File: src/rtl/rock_level_ctrl.sv
// Rocking level controller: turns stress events into amplitude/frequency drive levels,
// with timed hold/evaluate escalation, decay when calm and an error latch.
module rock_level_ctrl #(
    parameter int LVL_W      = 3,
    parameter int CLK_DIV    = 50000,
    parameter int HOLD_TICKS = 8,
    parameter int MAX_TRIES  = 4,
    parameter int FREQ_FIRST = 1
) (
    input  logic             clk,
    input  logic             extReset,
    input  logic             stressEvt,
    input  logic             stressLow,
    input  logic             clrErr,
    output logic [LVL_W-1:0] amp,
    output logic [LVL_W-1:0] freq,
    output logic             error,
    output logic             busy,
    output logic             lvlChg
);

    localparam int PW = $clog2(CLK_DIV);
    localparam int HW = (HOLD_TICKS > 1) ? $clog2(HOLD_TICKS) : 1;
    localparam int TW = $clog2(MAX_TRIES + 1);
    localparam logic [LVL_W-1:0] LMAX  = '1;
    localparam logic [LVL_W-1:0] LONE  = LVL_W'(1);
    localparam logic [PW-1:0]    PLAST = PW'(CLK_DIV - 1);
    localparam logic [HW-1:0]    HLAST = HW'(HOLD_TICKS - 1);
    localparam logic [TW-1:0]    TMAX  = TW'(MAX_TRIES);

    typedef enum logic [2:0] {S_IDLE, S_HOLD, S_EVAL, S_DECAY, S_ERROR} state_t;

    state_t           state_q, state_d;
    logic [PW-1:0]    presc_q;
    logic [HW-1:0]    hold_q, hold_d;
    logic [TW-1:0]    tries_q, tries_d, tries_inc;
    logic [LVL_W-1:0] amp_q, amp_d, freq_q, freq_d;
    logic             pend_q, pend_d;
    logic             err_q, busy_q, chg_q;
    logic             tick, at_max;

    assign tick      = (presc_q == PLAST);
    assign at_max    = (amp_q == LMAX) && (freq_q == LMAX);
    assign tries_inc = (tries_q == TMAX) ? TMAX : tries_q + 1'b1;

    always_ff @(posedge clk or negedge extReset) begin
        if (!extReset) presc_q <= '0;
        else           presc_q <= tick ? '0 : presc_q + 1'b1;
    end

    always_comb begin
        state_d = state_q;
        amp_d   = amp_q;
        freq_d  = freq_q;
        hold_d  = hold_q;
        pend_d  = pend_q;
        tries_d = tries_q;
        case (state_q)
            S_IDLE: begin
                if (stressEvt) begin
                    amp_d   = LONE;
                    freq_d  = LONE;
                    hold_d  = '0;
                    pend_d  = 1'b0;
                    state_d = S_HOLD;
                end
            end
            S_HOLD: begin
                if (stressEvt) pend_d = 1'b1;
                if (tick) begin
                    if (hold_q == HLAST) state_d = S_EVAL;
                    else                 hold_d  = hold_q + 1'b1;
                end
            end
            S_EVAL: begin
                // An event landing in this very cycle still counts toward the evaluation.
                hold_d  = '0;
                pend_d  = 1'b0;
                state_d = S_HOLD;
                if (pend_q || stressEvt) begin
                    if (!at_max) begin
                        tries_d = '0;
                        if (FREQ_FIRST != 0) begin
                            if (freq_q != LMAX) freq_d = freq_q + 1'b1;
                            else                amp_d  = amp_q + 1'b1;
                        end else begin
                            if (amp_q != LMAX)  amp_d  = amp_q + 1'b1;
                            else                freq_d = freq_q + 1'b1;
                        end
                    end else begin
                        tries_d = tries_inc;
                        if (tries_inc == TMAX) begin
                            state_d = S_ERROR;
                            amp_d   = '0;
                            freq_d  = '0;
                        end
                    end
                end else if (stressLow) begin
                    state_d = S_DECAY;
                end
            end
            S_DECAY: begin
                if (stressEvt) begin
                    if (amp_q == '0)  amp_d  = LONE;
                    if (freq_q == '0) freq_d = LONE;
                    hold_d  = '0;
                    pend_d  = 1'b1;
                    state_d = S_HOLD;
                end else if (amp_q == '0 && freq_q == '0) begin
                    state_d = S_IDLE;
                end else if (tick) begin
                    // Unwind in the opposite order to escalation.
                    if (FREQ_FIRST != 0) begin
                        if (amp_q != '0) amp_d  = amp_q - 1'b1;
                        else             freq_d = freq_q - 1'b1;
                    end else begin
                        if (freq_q != '0) freq_d = freq_q - 1'b1;
                        else              amp_d  = amp_q - 1'b1;
                    end
                end
            end
            S_ERROR: begin
                if (clrErr) begin
                    state_d = S_IDLE;
                    tries_d = '0;
                end
            end
            default: state_d = S_IDLE;
        endcase
    end

    always_ff @(posedge clk or negedge extReset) begin
        if (!extReset) begin
            state_q <= S_IDLE;
            amp_q   <= '0;
            freq_q  <= '0;
            hold_q  <= '0;
            pend_q  <= 1'b0;
            tries_q <= '0;
            err_q   <= 1'b0;
            busy_q  <= 1'b0;
            chg_q   <= 1'b0;
        end else begin
            state_q <= state_d;
            amp_q   <= amp_d;
            freq_q  <= freq_d;
            hold_q  <= hold_d;
            pend_q  <= pend_d;
            tries_q <= tries_d;
            err_q   <= (state_d == S_ERROR);
            busy_q  <= (state_d != S_IDLE);
            chg_q   <= (amp_d != amp_q) || (freq_d != freq_q);
        end
    end

    assign amp    = amp_q;
    assign freq   = freq_q;
    assign error  = err_q;
    assign busy   = busy_q;
    assign lvlChg = chg_q;

endmodule

File: config.mk
export PLATFORM = sky130hd
export DESIGN_NAME = rock_level_ctrl
export DESIGN_NICKNAME = d
export VERILOG_FILES = /design/src/rtl/rock_level_ctrl.sv
export SDC_FILE = /design/constraint.sdc
export NUM_CORES = 1
export LEC_CHECK = 0
export CAP_MARGIN = 20
export CORE_ASPECT_RATIO = 1.1
export CORE_MARGIN = 10
export CORE_UTILIZATION = 30
export CTS_BUF_LIST = sky130_fd_sc_hd__clkbuf_8
export DETAILED_ROUTE_END_ITERATION = 7
export PLACE_DENSITY = 0.54
export REMOVE_ABC_BUFFERS = 1
export SLEW_MARGIN = 20
export SYNTH_ARGS = -nofsm -noshare
export SYNTH_HDL_FRONTEND = slang
export SYNTH_SLANG_ARGS = --single-unit
File: constraint.sdc
create_clock -name clk -period 4.15 [get_ports clk]
set_input_delay 0.415 -clock clk [delete_from_list [all_inputs] [get_ports clk]]
set_output_delay 0.415 -clock clk [all_outputs]
set_load 0.01 [all_outputs]
# Word-level counts from Yosys, hierarchy flattened
# Index checks and enable logic that the tools add are counted.
# totals
output_inout_bits,9
wordCells,101
in_bits,5
register_bits,35
# op_classes
reduce_logical,17
n_addsub,7
mux,46
n_eq_ne,21
# op_table
cell,n
$mux W3,36
$pmux W3 S3,3
$eq A3 B3 Y1 const B,7
$add A16 B1 Y16 const B,1
$eq A16 B16 Y1 const B,1
$mux W16,1
$pmux W3 S5,1
$add A3 B1 Y3 const B,4
$reduce_bool A3 Y1,4
$ne A2 B2 Y1 const B,5
$logic_not A3 Y1,3
$eq A3 B2 Y1 const B,2
$ne A3 B3 Y1,2
$pmux W3 S2,1
$reduce_and A3 Y1,2
$sub A3 B1 Y3 const B,2
$ne A2 B1 Y1 const B,2
$reduce_and A4 Y1,1
$reduce_or A2 Y1,2
$eq A3 B1 Y1 const B,1
$ne A3 B3 Y1 const B,1
$pmux W1 S3,1
$logic_and A1 B1 Y1,2
$logic_or A1 B1 Y1,2
3 further kinds,4

# Depth between registers and ports, before layout
# Gate-level depths: netlist of run 1.
# depth
ltp_word,9
ltp_mapped,10
depth_no_buf,10

# Worst setup path before layout of run 1
# No wires, ideal clock.
# synth_timing
kind,register to register
startpoint,"register amp_q[0], in the netlist amp[0]"
endpoint,"register chg_q, in the netlist lvlChg"
period_less_slack_ns,2.472
n_path_buf,0
required_ns,4.001
path_stages_with_launch,11
setup_ns,0.149
arrival_ns,2.324
setup_slack_ns,1.678
cell_sequence,dfrtp_1 > inv_1 > ha_1 > nor2b_1 > inv_2 > ha_1 > a221oi_1 > nand3_1 > o2111a_1 > a2111oi_2 > o2111ai_2
# synth_between
elab_chain_cells,8
elab_cells_between_ends,28
cone_classes,add/sub (2); eq/ne (3); mux (18); reduce/logical (5)
# synth_rtl
element,line,source
start: declaration,37,"logic [LVL_W-1:0] amp_q, amp_d, freq_q, freq_d;"
start signal: assignment,145,amp_q <= amp_d;
$sub A3 B1 Y3 or $reduce_bool A3 Y1 (tied branches),--,
$mux W3,114,if (amp_q != '0) amp_d = amp_q - 1'b1;
$mux W3,111,end else if (tick) begin
$mux W3,109,end else if (amp_q == '0 && freq_q == '0) begin
$mux W3,103,if (stressEvt) begin
$pmux W3 S3,58,case (state_q)
$ne A3 B3 Y1,152,chg_q <= (amp_d != amp_q) || (freq_d != freq_q);
$logic_or A1 B1 Y1 (*),152,
end signal: assignment,152,
end: declaration,39,"logic err_q, busy_q, chg_q;"
# Every way passes the cells marked *; elsewhere a longest branch is shown, timed or not.
# A chain may end at the register's enable or synchronous reset.

# Worst setup path after layout of run 1
# Ends and elaborated chain as after synthesis.

==> results of run 1 <==
[worst max-delay path: stages (launching register included)]
cell       delay [ns]
dfrtp_1          0.48
inv_1            0.21
ha_1             0.20
nor2b_1          0.38
inv_2            0.11
ha_1             0.20
a221oi_1         0.30
nand3_1          0.15
o2111a_1         0.15
a2111oi_2        0.37
o2111ai_2        0.14
[layout by cell type, fill, tap and decap left out, types with 3 or more instances in the layout]
master           Yosys  routed
nor2b_1              4       4
inv_1               10      10
dfrtp_1             35      35
o21ai_0             10      10
xor2_1               9       9
o21ai_1              7       7
nand2_1             21      21
nand3_1             15      15
a21oi_1             18      18
clkbuf_8             0       5
nor2_1              26      26
a21o_1               3       3
ha_1                13      13
and2_1               5       5
nor3_1               7       7
xnor2_1              5       5
and3_1              11      11
clkdlybuf4s50_1      0      12
nand2b_1             3       3
[power by group through the flow]
stage	Sequential [mW]	Clock (mW)	Combinational, mW
4_1_cts	0.361	0.326	0.0598
3_3_place_gp	0.368	0	0.0582
2_1_floorplan	0.366	0	0.0333
6_report	0.361	0.311	0.0584
3_5_place_dp	0.368	0	0.0598
5_1_grt	0.363	0.345	0.0676
[state kept, by name, indices dropped and copies added (netlist names)]
register,cells
amp,3
freq,3
presc_q,16
tries_q,3
busy,1
hold_q,3
error,1
state_q,3
pend_q,1
lvlChg,1
[layer usage]
layer,vias to the layer above,part of all wire (%),routed length (µm)
met1,927,46,2490
met2,42,47,2550
met3,14,5.0,272
li1,949,-,-
met5,-,0,0
met4,0,2.4,130
[worst min path at each step]
stage	to	slack, ns	cells after the start
after floorplan	amp[0]	0.12	0
after global placement	presc_q[0]	0.45	1
after detailed placement	presc_q[0]	0.46	1
after CTS	presc_q[12]	0.24	1
after global routing	presc_q[14]	0.27	1
final	presc_q[12]	0.21	1
[through the flow]
stage	power [mW]	hold WS (ns)	util (%)	worst slack, ns
finish	0.731	0.209	34.7	1.32
global route	0.775	0.266	34.7	1.18
CTS	0.747	0.239	34.7	1.35
detailed placement	0.428	0.461	33.2	1.35
global placement	0.426	0.448	33.2	1.39
floorplan	0.399	0.119	-	1.68
[kinds of logic after synthesis]
family | after synthesis
DFF | 35
adders and majority gates | 13
AOI/OAI and AO/OA | 64
xor gates and xnor gates | 14
and+or+nand+nor | 109
buffers and inverters | 21
[cell type report]
cell class	count	area [µm²]
inverters	12	45.0
repair buffers	13	125
multi-input cells	200	1300
fillers	750	4820
clock inverters	3	43.8
well taps	87	109
flip-flops and latches	35	876
clock buffers	5	68.8
==> flow_metrics.py, run 1 <==
metrics = {
    "outcome": {
        "status": "finished clean",
    },
    "clocking": {
        "clock-sinks": 35,
        "clk_pin_slew_ns": 0.08,
        "cts_buffers": 5,
        "cts_tree": "done",
        "cts_resized": 0,
        "cts-root-buf": "clkbuf_8",
        "clock_latency_ns": 0.29,
        "clockBufferDepth": 2,
        "post_cts_buffers": 0,
        "cts_max_level": 2,
        "hold_buffers": 0,
    },
    "floorplanning": {
        "initial_utilization_pct": 30.6,
        "ios": 14,
        "coreArea_mm2": 0.00739,
        "dieHeight_um": 111,
        "die_area_mm2": 0.0114,
        "fp-row-count": 33,
        "die_w_um": 103,
    },
    "logic_synthesis": {
        "synthSimpleGateAreaFrac_pct": 25.3,
        "synth_enable_flop_cells": 0,
        "synthMuxAreaShare_pct": 0,
        "synth_top_cells_by_count": "dfrtp_1, nor2_1, nand2_1",
        "ys.flop_type": "dfrtp_1",
        "synth_top_family_by_area": "simple AND/OR/NAND/NOR gates",
        "ys_seq_elements": 35,
        "ys_seq_area_share_pct": 38.7,
        "synthArstFlopShare_pct": 100,
        "synth_area_mm2": 0.00226,
        "synth_top_area_cell": "dfrtp_1",
        "yosysMostFrequentCell": "dfrtp_1",
        "synth-xor-area-share_pct": 5.42,
        "synthDistinctLibCells": 53,
        "synth-compound-area-share_pct": 19.5,
        "synth_cells": 256,
        "yosysTopAreaCellShare_pct": 38.7,
        "syn_area_per_cell_um2": 8.83,
        "yosys-top-cells-area": "dfrtp_1, ha_1, nor2_1",
        "synth_fa_ha_area_share_pct": 7.19,
        "yosysWarnings": 0,
    },
    "power": {
        "ir_drop_v": 0.000168,
        "p_per_area_mw_per_mm2": 285,
        "switching_share_pct": 24.3,
        "seqPwrFrac_pct": 49.4,
        "intPower_mw": 0.554,
        "clock_power_share_pct": 42.6,
        "switchingPower_mw": 0.178,
        "leakage_nw": 1.10,
        "power_frac_comb_pct": 8.0,
    },
    "timing": {
        "slew_headroom_pct": 46.0,
        "report.final.hold_viol_count": 0,
        "setup_tns_ns": 0,
        "setup_violations": 0,
        "rsz0062_at_grt": "no",
        "fmax_mhz": 353,
        "drv_slew": 0,
        "worst_slew_pin_slew_ns": 0.810,
        "fin_crit_sh_pct": 68.3,
        "finalClockSkew_ns": 0.00827,
        "finalCriticalPeriod_ns": 2.83,
    },
    "global_route": {
        "grt.overflow.total": 0,
        "grt_max_degree": 36,
        "antenna_found_initial": 0,
        "use_met2_pct": 15.2,
        "grt_pass1_vias": 1843,
        "top_usage_layer": "met2",
        "grtUsageTotal_pct": 9.93,
        "grt_pass1_wl_um": 9160,
        "use_met3_pct": 2.81,
        "use_met1_pct": 12.6,
    },
    "critical_path": {
        "crit_fanout": 7,
        "r2r_start": "amp[0]",
        "rrSetupSlack_ns": 1.32,
        "critPathLaunchType": "register",
        "path_class": "reg2reg",
        "r2r_end": "lvlChg",
        "endpoint": "lvlChg",
        "crit_required_ns": 4.30,
        "rr_worst_depth": 10,
        "arrival_ns": 2.98,
        "startpoint": "amp[0]",
        "endpoint_kind": "register",
    },
    "finish": {
        "drive_above_1_share_pct": 6.34,
        "fin_cells": 355,
        "num_antenna_cells": 0,
        "final_nets": 285,
        "post-route-cell-area_mm2": 0.00257,
        "synthToLayoutAreaGrowth_pct": 13.5,
    },
    "hold_path": {
        "hp-class": "in2async",
    },
    "routing": {
        "dr.pass1.iters": 5,
        "post-route-drc-count": 0,
        "vias": 1932,
        "drt-total-wl_um": 5450,
        "drt-wirelength-per-cell_um": 15.3,
        "drtAntennaViolNets": 0,
        "drtIter0Drc": 158,
        "vias_per_cell": 5.44,
    },
    "run": {
        "drv_cap": 0,
    },
    "placed_design": {
        "hpwl_um": 3980,
        "io_buffer_count": 13,
        "place_area_mm2": 0.00245,
        "dp.cells": 347,
        "place.gp.congestion": 0.883,
    },
}
(Power assumes the default switching activity.)
==> inputs of run 2 (changes only) <==
==> constraint.sdc (replaced) <==
create_clock -name clk -period 3 [get_ports clk]
set_input_delay 0.3 -clock clk [delete_from_list [all_inputs] [get_ports clk]]
set_output_delay 0.3 -clock clk [all_outputs]
set_load 0.01 [all_outputs]
==> flow_metrics.py, run 2 (synthesis results as in run 1) <==
metrics = {
    "floorplanning": {
        "fp-row-count": 33,
        "ios": 14,
        "initial_utilization_pct": 30.6,
        "dieHeight_um": 111,
        "die_area_mm2": 0.0114,
        "die_w_um": 103,
        "coreArea_mm2": 0.00739,
    },
    "timing": {
        "fmax_mhz": 369,
        "fin_ws_ns": 0.287,
        "report.final.hold_viol_count": 0,
        "setup_tns_ns": 0,
        "drv_slew": 0,
        "finalCriticalPeriod_ns": 2.71,
        "worst_slew_pin_slew_ns": 0.800,
        "setup_violations": 0,
        "rsz0062_at_grt": "no",
        "slew_headroom_pct": 46.7,
        "finalClockSkew_ns": 0.0115,
        "fin_crit_sh_pct": 90.4,
    },
    "critical_path": {
        "crit_chain": "inv_1, ha_1, nor2b_1, inv_2, ha_1, a221oi_1, nand3_1, o2111a_1, a2111oi_2, o2111ai_2",
        "critical_path.top_delay_family": "compound AO/OA/AOI/OAI gates",
        "crit_required_ns": 3.15,
        "path_class": "reg2reg",
        "critical_path.max_stage_delay_ns": 0.48,
        "cp_num_buf_inv": 2,
        "critPathSlowestCell": "dfrtp_1",
        "endpoint_kind": "register",
        "critPathLaunchType": "register",
        "cp_common_cell": "ha_1",
        "crit_fanout": 8,
        "arrival_ns": 2.87,
    },
    "placed_design": {
        "place_area_mm2": 0.00251,
        "hpwl_um": 3990,
        "preCtsSetupSlack_ns": 0.333,
        "place.gp.congestion": 0.843,
        "io_buffer_count": 13,
    },
    "global_route": {
        "grt.overflow.total": 0,
        "grt_max_degree": 36,
        "grt_pass1_vias": 1913,
        "grtUsageTotal_pct": 9.85,
        "grt_pass1_wl_um": 9160,
        "antenna_found_initial": 0,
    },
    "finish": {
        "final_cell_mix": "dfrtp_1, nor2_1, nand2_1",
        "post-route-cell-area_mm2": 0.00262,
        "synthToLayoutAreaGrowth_pct": 15.8,
        "num_antenna_cells": 0,
        "largest_reg_flops": 16,
        "final_nets": 292,
        "layout_commonest_cell": "dfrtp_1",
        "drive_above_1_share_pct": 8.73,
        "top_register": "presc_q",
        "nFillCells": 740,
    },
    "power": {
        "leakage_nw": 1.14,
        "p_per_area_mw_per_mm2": 389,
        "ir_drop_v": 0.000136,
    },
    "clocking": {
        "cts-root-buf": "clkbuf_8",
        "clk_pin_slew_ns": 0.08,
        "hold_buffers": 0,
        "cts_max_level": 2,
        "cts_buffers": 5,
        "clockBufferDepth": 2,
        "post_cts_buffers": 0,
        "clock-sinks": 35,
        "clock_latency_ns": 0.29,
        "cts_resized": 0,
        "cts_tree": "done",
    },
    "routing": {
        "dr.pass1.iters": 4,
        "post-route-drc-count": 0,
        "drt-wirelength-per-cell_um": 15.0,
        "vias": 1939,
        "vias_per_cell": 5.36,
        "drtAntennaViolNets": 0,
        "drtIter0Drc": 117,
        "drt-total-wl_um": 5440,
    },
    "outcome": {
        "status": "finished clean",
    },
    "run": {
        "drv_cap": 0,
    },
    "hold_path": {
        "hp-class": "in2async",
    },
}
==> run 2: cell type report <==
cell class / instances / area (µm²) / share of cell area, %
multi-input combinational: 200 / 1300 / 49.6
clock buffer: 5 / 68.8 / 2.63
sequential: 35 / 876 / 33.4
tap: 87 / 109 / 4.16
timing repair buffer: 20 / 178 / 6.78
inverter: 12 / 45.0 / 1.72
clock inverter: 3 / 43.8 / 1.67
==> run 2: through the flow <==
step	hold slack [ns]	util, %	instances	power, mW
floorplan	0.00441	-	247	0.552
global placement	0.445	33.9	354	0.588
detailed placement	0.447	33.9	354	0.590
CTS	0.132	35.4	362	1.03
global route	0.149	35.4	362	1.07
finish	0.0940	35.4	362	1.02
==> run 2: where the power goes <==
| group | switching [mW] | internal [mW] |
|---|---|---|
| logic | 0.0451 | 0.0348 |
| registers | 0.0153 | 0.484 |
| clock network | 0.191 | 0.248 |
==> run 2: layer usage <==
layer	global-route usage [%]	wire [µm]
met5	0	0
met4	3.06	89
met3	3.05	243
met2	15.8	2640
met1	12.2	2460
==> run 2: worst paths after layout <==
| path | startpoint | end | slack (ns) | cells past startpoint |
|---|---|---|---|---|
| setup / recovery | amp[1] | lvlChg | 0.29 | 10 |
| hold / removal | extReset | presc_q[10] | 0.09 | 1 |
| setup reg to reg | amp[1] | lvlChg | 0.29 | 10 |
| hold reg to reg | presc_q[0] | presc_q[0] | 0.46 | 1 |
| max in group asynchronous | extReset | presc_q[9] | 2.40 | 1 |
| min in group clk | presc_q[0] | presc_q[0] | 0.46 | 1 |
==> run 2: worst reg2reg max path: cells and delay by family, from the launching register on <==
family                     cells  cell delay (ns)
AOI/OAI and AO/OA              4             0.95
and+or+nand+nor                2             0.52
buffers and inverters          2             0.26
DFF                            1             0.48
adders and majority gates      2             0.38
==> inputs of run 3 (changes only) <==
--- a/config.mk
+++ b/config.mk
@@ -7,11 +7,11 @@
 export LEC_CHECK = 0
 export CAP_MARGIN = 20
 export CORE_ASPECT_RATIO = 1.1
-export CORE_MARGIN = 10
 export CORE_UTILIZATION = 30
 export CTS_BUF_LIST = sky130_fd_sc_hd__clkbuf_8
 export DETAILED_ROUTE_END_ITERATION = 7
-export PLACE_DENSITY = 0.54
+export DONT_BUFFER_PORTS = 1
+export PLACE_DENSITY = 0.52
 export REMOVE_ABC_BUFFERS = 1
 export SLEW_MARGIN = 20
 export SYNTH_ARGS = -nofsm -noshare
==> flow_metrics.py, run 3 (synthesis results as in run 1) <==
metrics = {
    "timing": {
        "finalCriticalPeriod_ns": 2.66,
        "setup_tns_ns": 0,
        "fmax_mhz": 376,
        "drv_slew": 0,
        "worst_slew_pin_slew_ns": 0.515,
        "rsz0062_at_grt": "no",
        "finalClockSkew_ns": 0.0106,
        "report.final.hold_viol_count": 0,
        "fin_crit_sh_pct": 88.8,
        "slew_headroom_pct": 65.3,
        "setup_violations": 0,
    },
    "global_route": {
        "antenna_found_initial": 0,
        "use_met1_pct": 18.2,
        "top_usage_layer": "met2",
        "grt_pass1_wl_um": 8850,
        "use_met2_pct": 23.0,
        "grt_max_degree": 36,
        "grtUsageTotal_pct": 14.5,
        "grt_pass1_vias": 1829,
        "use_met3_pct": 4.41,
        "grt.overflow.total": 0,
    },
    "clocking": {
        "cts_resized": 0,
        "cts_tree": "done",
        "clk_pin_slew_ns": 0.09,
        "clock-sinks": 35,
        "cts_max_level": 2,
        "cts_buffers": 5,
        "clock_latency_ns": 0.30,
        "clockBufferDepth": 2,
        "cts-root-buf": "clkbuf_8",
    },
    "finish": {
        "post-route-cell-area_mm2": 0.00251,
        "nFillCells": 713,
        "layout_commonest_cell": "dfrtp_1",
        "drive_above_1_share_pct": 8.40,
        "synthToLayoutAreaGrowth_pct": 10.8,
        "top_register": "presc_q",
        "final_nets": 279,
        "largest_reg_flops": 16,
        "num_antenna_cells": 0,
        "final_cell_mix": "dfrtp_1, nor2_1, nand2_1",
    },
    "power": {
        "switching_share_pct": 25.2,
        "switchingPower_mw": 0.257,
        "seqPwrFrac_pct": 49.2,
        "clock_power_share_pct": 43.9,
        "ir_drop_v": 0.000201,
        "p_per_area_mw_per_mm2": 406,
        "power_frac_comb_pct": 6.9,
        "leakage_nw": 1.09,
        "intPower_mw": 0.761,
    },
    "routing": {
        "drtIter0Drc": 104,
        "vias": 1886,
        "post-route-drc-count": 0,
        "drtAntennaViolNets": 0,
        "vias_per_cell": 5.44,
        "drt-wirelength-per-cell_um": 15.2,
        "dr.pass1.iters": 6,
        "drt-total-wl_um": 5290,
    },
    "critical_path": {
        "crit_fanout": 6,
        "rr_worst_depth": 10,
        "r2r_start": "amp[0]",
        "rrSetupSlack_ns": 0.34,
        "path_class": "reg2reg",
        "critPathSlowestCell": "dfrtp_1",
        "endpoint_kind": "register",
        "critPathLaunchType": "register",
        "startpoint": "amp[0]",
        "cp_common_cell": "ha_1",
        "critical_path.max_stage_delay_ns": 0.38,
        "crit_required_ns": 3.16,
        "r2r_end": "lvlChg",
        "endpoint": "lvlChg",
        "crit_chain": "inv_1, ha_1, nor2b_1, inv_2, ha_1, a221oi_1, nand3_1, o2111a_1, a2111oi_2, o2111ai_2",
        "arrival_ns": 2.83,
    },
    "placed_design": {
        "place.gp.congestion": 0.833,
        "hpwl_um": 3760,
        "io_buffer_count": 0,
        "place_area_mm2": 0.00236,
    },
    "floorplanning": {
        "fp-row-count": 32,
        "initial_utilization_pct": 31.5,
        "die_w_um": 84.8,
        "ios": 14,
        "dieHeight_um": 93.1,
        "die_area_mm2": 0.00789,
        "coreArea_mm2": 0.00717,
    },
    "run": {
        "drv_cap": 0,
    },
    "hold_path": {
        "hp-class": "in2reg",
    },
    "outcome": {
        "status": "finished clean",
    },
}
run 3: repair_timing:
item | 4_1_cts | 5_1_grt
hold endpoints to repair | 35 | 0
setup buffers | 0 | 0
hold buffers | 2 | 0
setup endpoints to repair | 0 | 0
run 3: layout make-up:
class | instances | area [µm²] | area share [%]
tap | 85 | 106 | 4.24
sequential | 35 | 876 | 34.9
timing repair buffer | 7 | 67.6 | 2.70
inverter | 12 | 45.0 | 1.80
clock buffer | 5 | 68.8 | 2.75
clock inverter | 3 | 43.8 | 1.75
multi-input combinational | 200 | 1300 | 51.8
run 3: worst min-delay path by stage:
stage	from	end	slack [ns]	depth (start not counted)
finish	stressEvt	pend_q	0.17	2
global route	stressEvt	pend_q	0.17	2
CTS	stressEvt	pend_q	0.17	2
detailed placement	extReset	presc_q[12]	0.006	0
global placement	extReset	presc_q[13]	0.005	0
floorplan	extReset	amp[0]	0.004	0
run 3: per-stage QoR:
stage	hold WS, ns	setup slack (ns)	cells	power [mW]	utilization [%]
after CTS	0.167	0.357	347	1.02	35.0
after global placement	0.00549	0.483	337	0.565	33.0
after detailed placement	0.00557	0.375	337	0.565	33.0
after floorplan	0.00441	0.528	247	0.552	-
final	0.174	0.337	347	1.02	35.0
after global routing	0.166	0.0975	347	1.06	35.0
run 3: worst max-delay path, delay by kind of cell, from the launching register on:
family	cells	cell delay [ns]
adders and majority gates	2	0.40
and+or+nand+nor	2	0.51
AOI/OAI and AO/OA	4	0.98
buffers and inverters	2	0.26
DFF	1	0.38
run 3: power by group through the flow:
stage | clock network [mW] | logic (mW) | registers, mW
global placement | 0 | 0.0555 | 0.510
floorplan | 0 | 0.0460 | 0.506
global route | 0.477 | 0.0808 | 0.504
finish | 0.447 | 0.0700 | 0.501
CTS | 0.454 | 0.0705 | 0.500
detailed placement | 0 | 0.0552 | 0.510
run 3: metal layers:
| metal | part of all wire (%) | vias to the layer above |
|---|---|---|
| met2 | 45 | 49 |
| met5 | 0 | - |
| met1 | 48 | 888 |
| met4 | 3.3 | 0 |
| li1 | - | 932 |
| met3 | 3.9 | 17 |
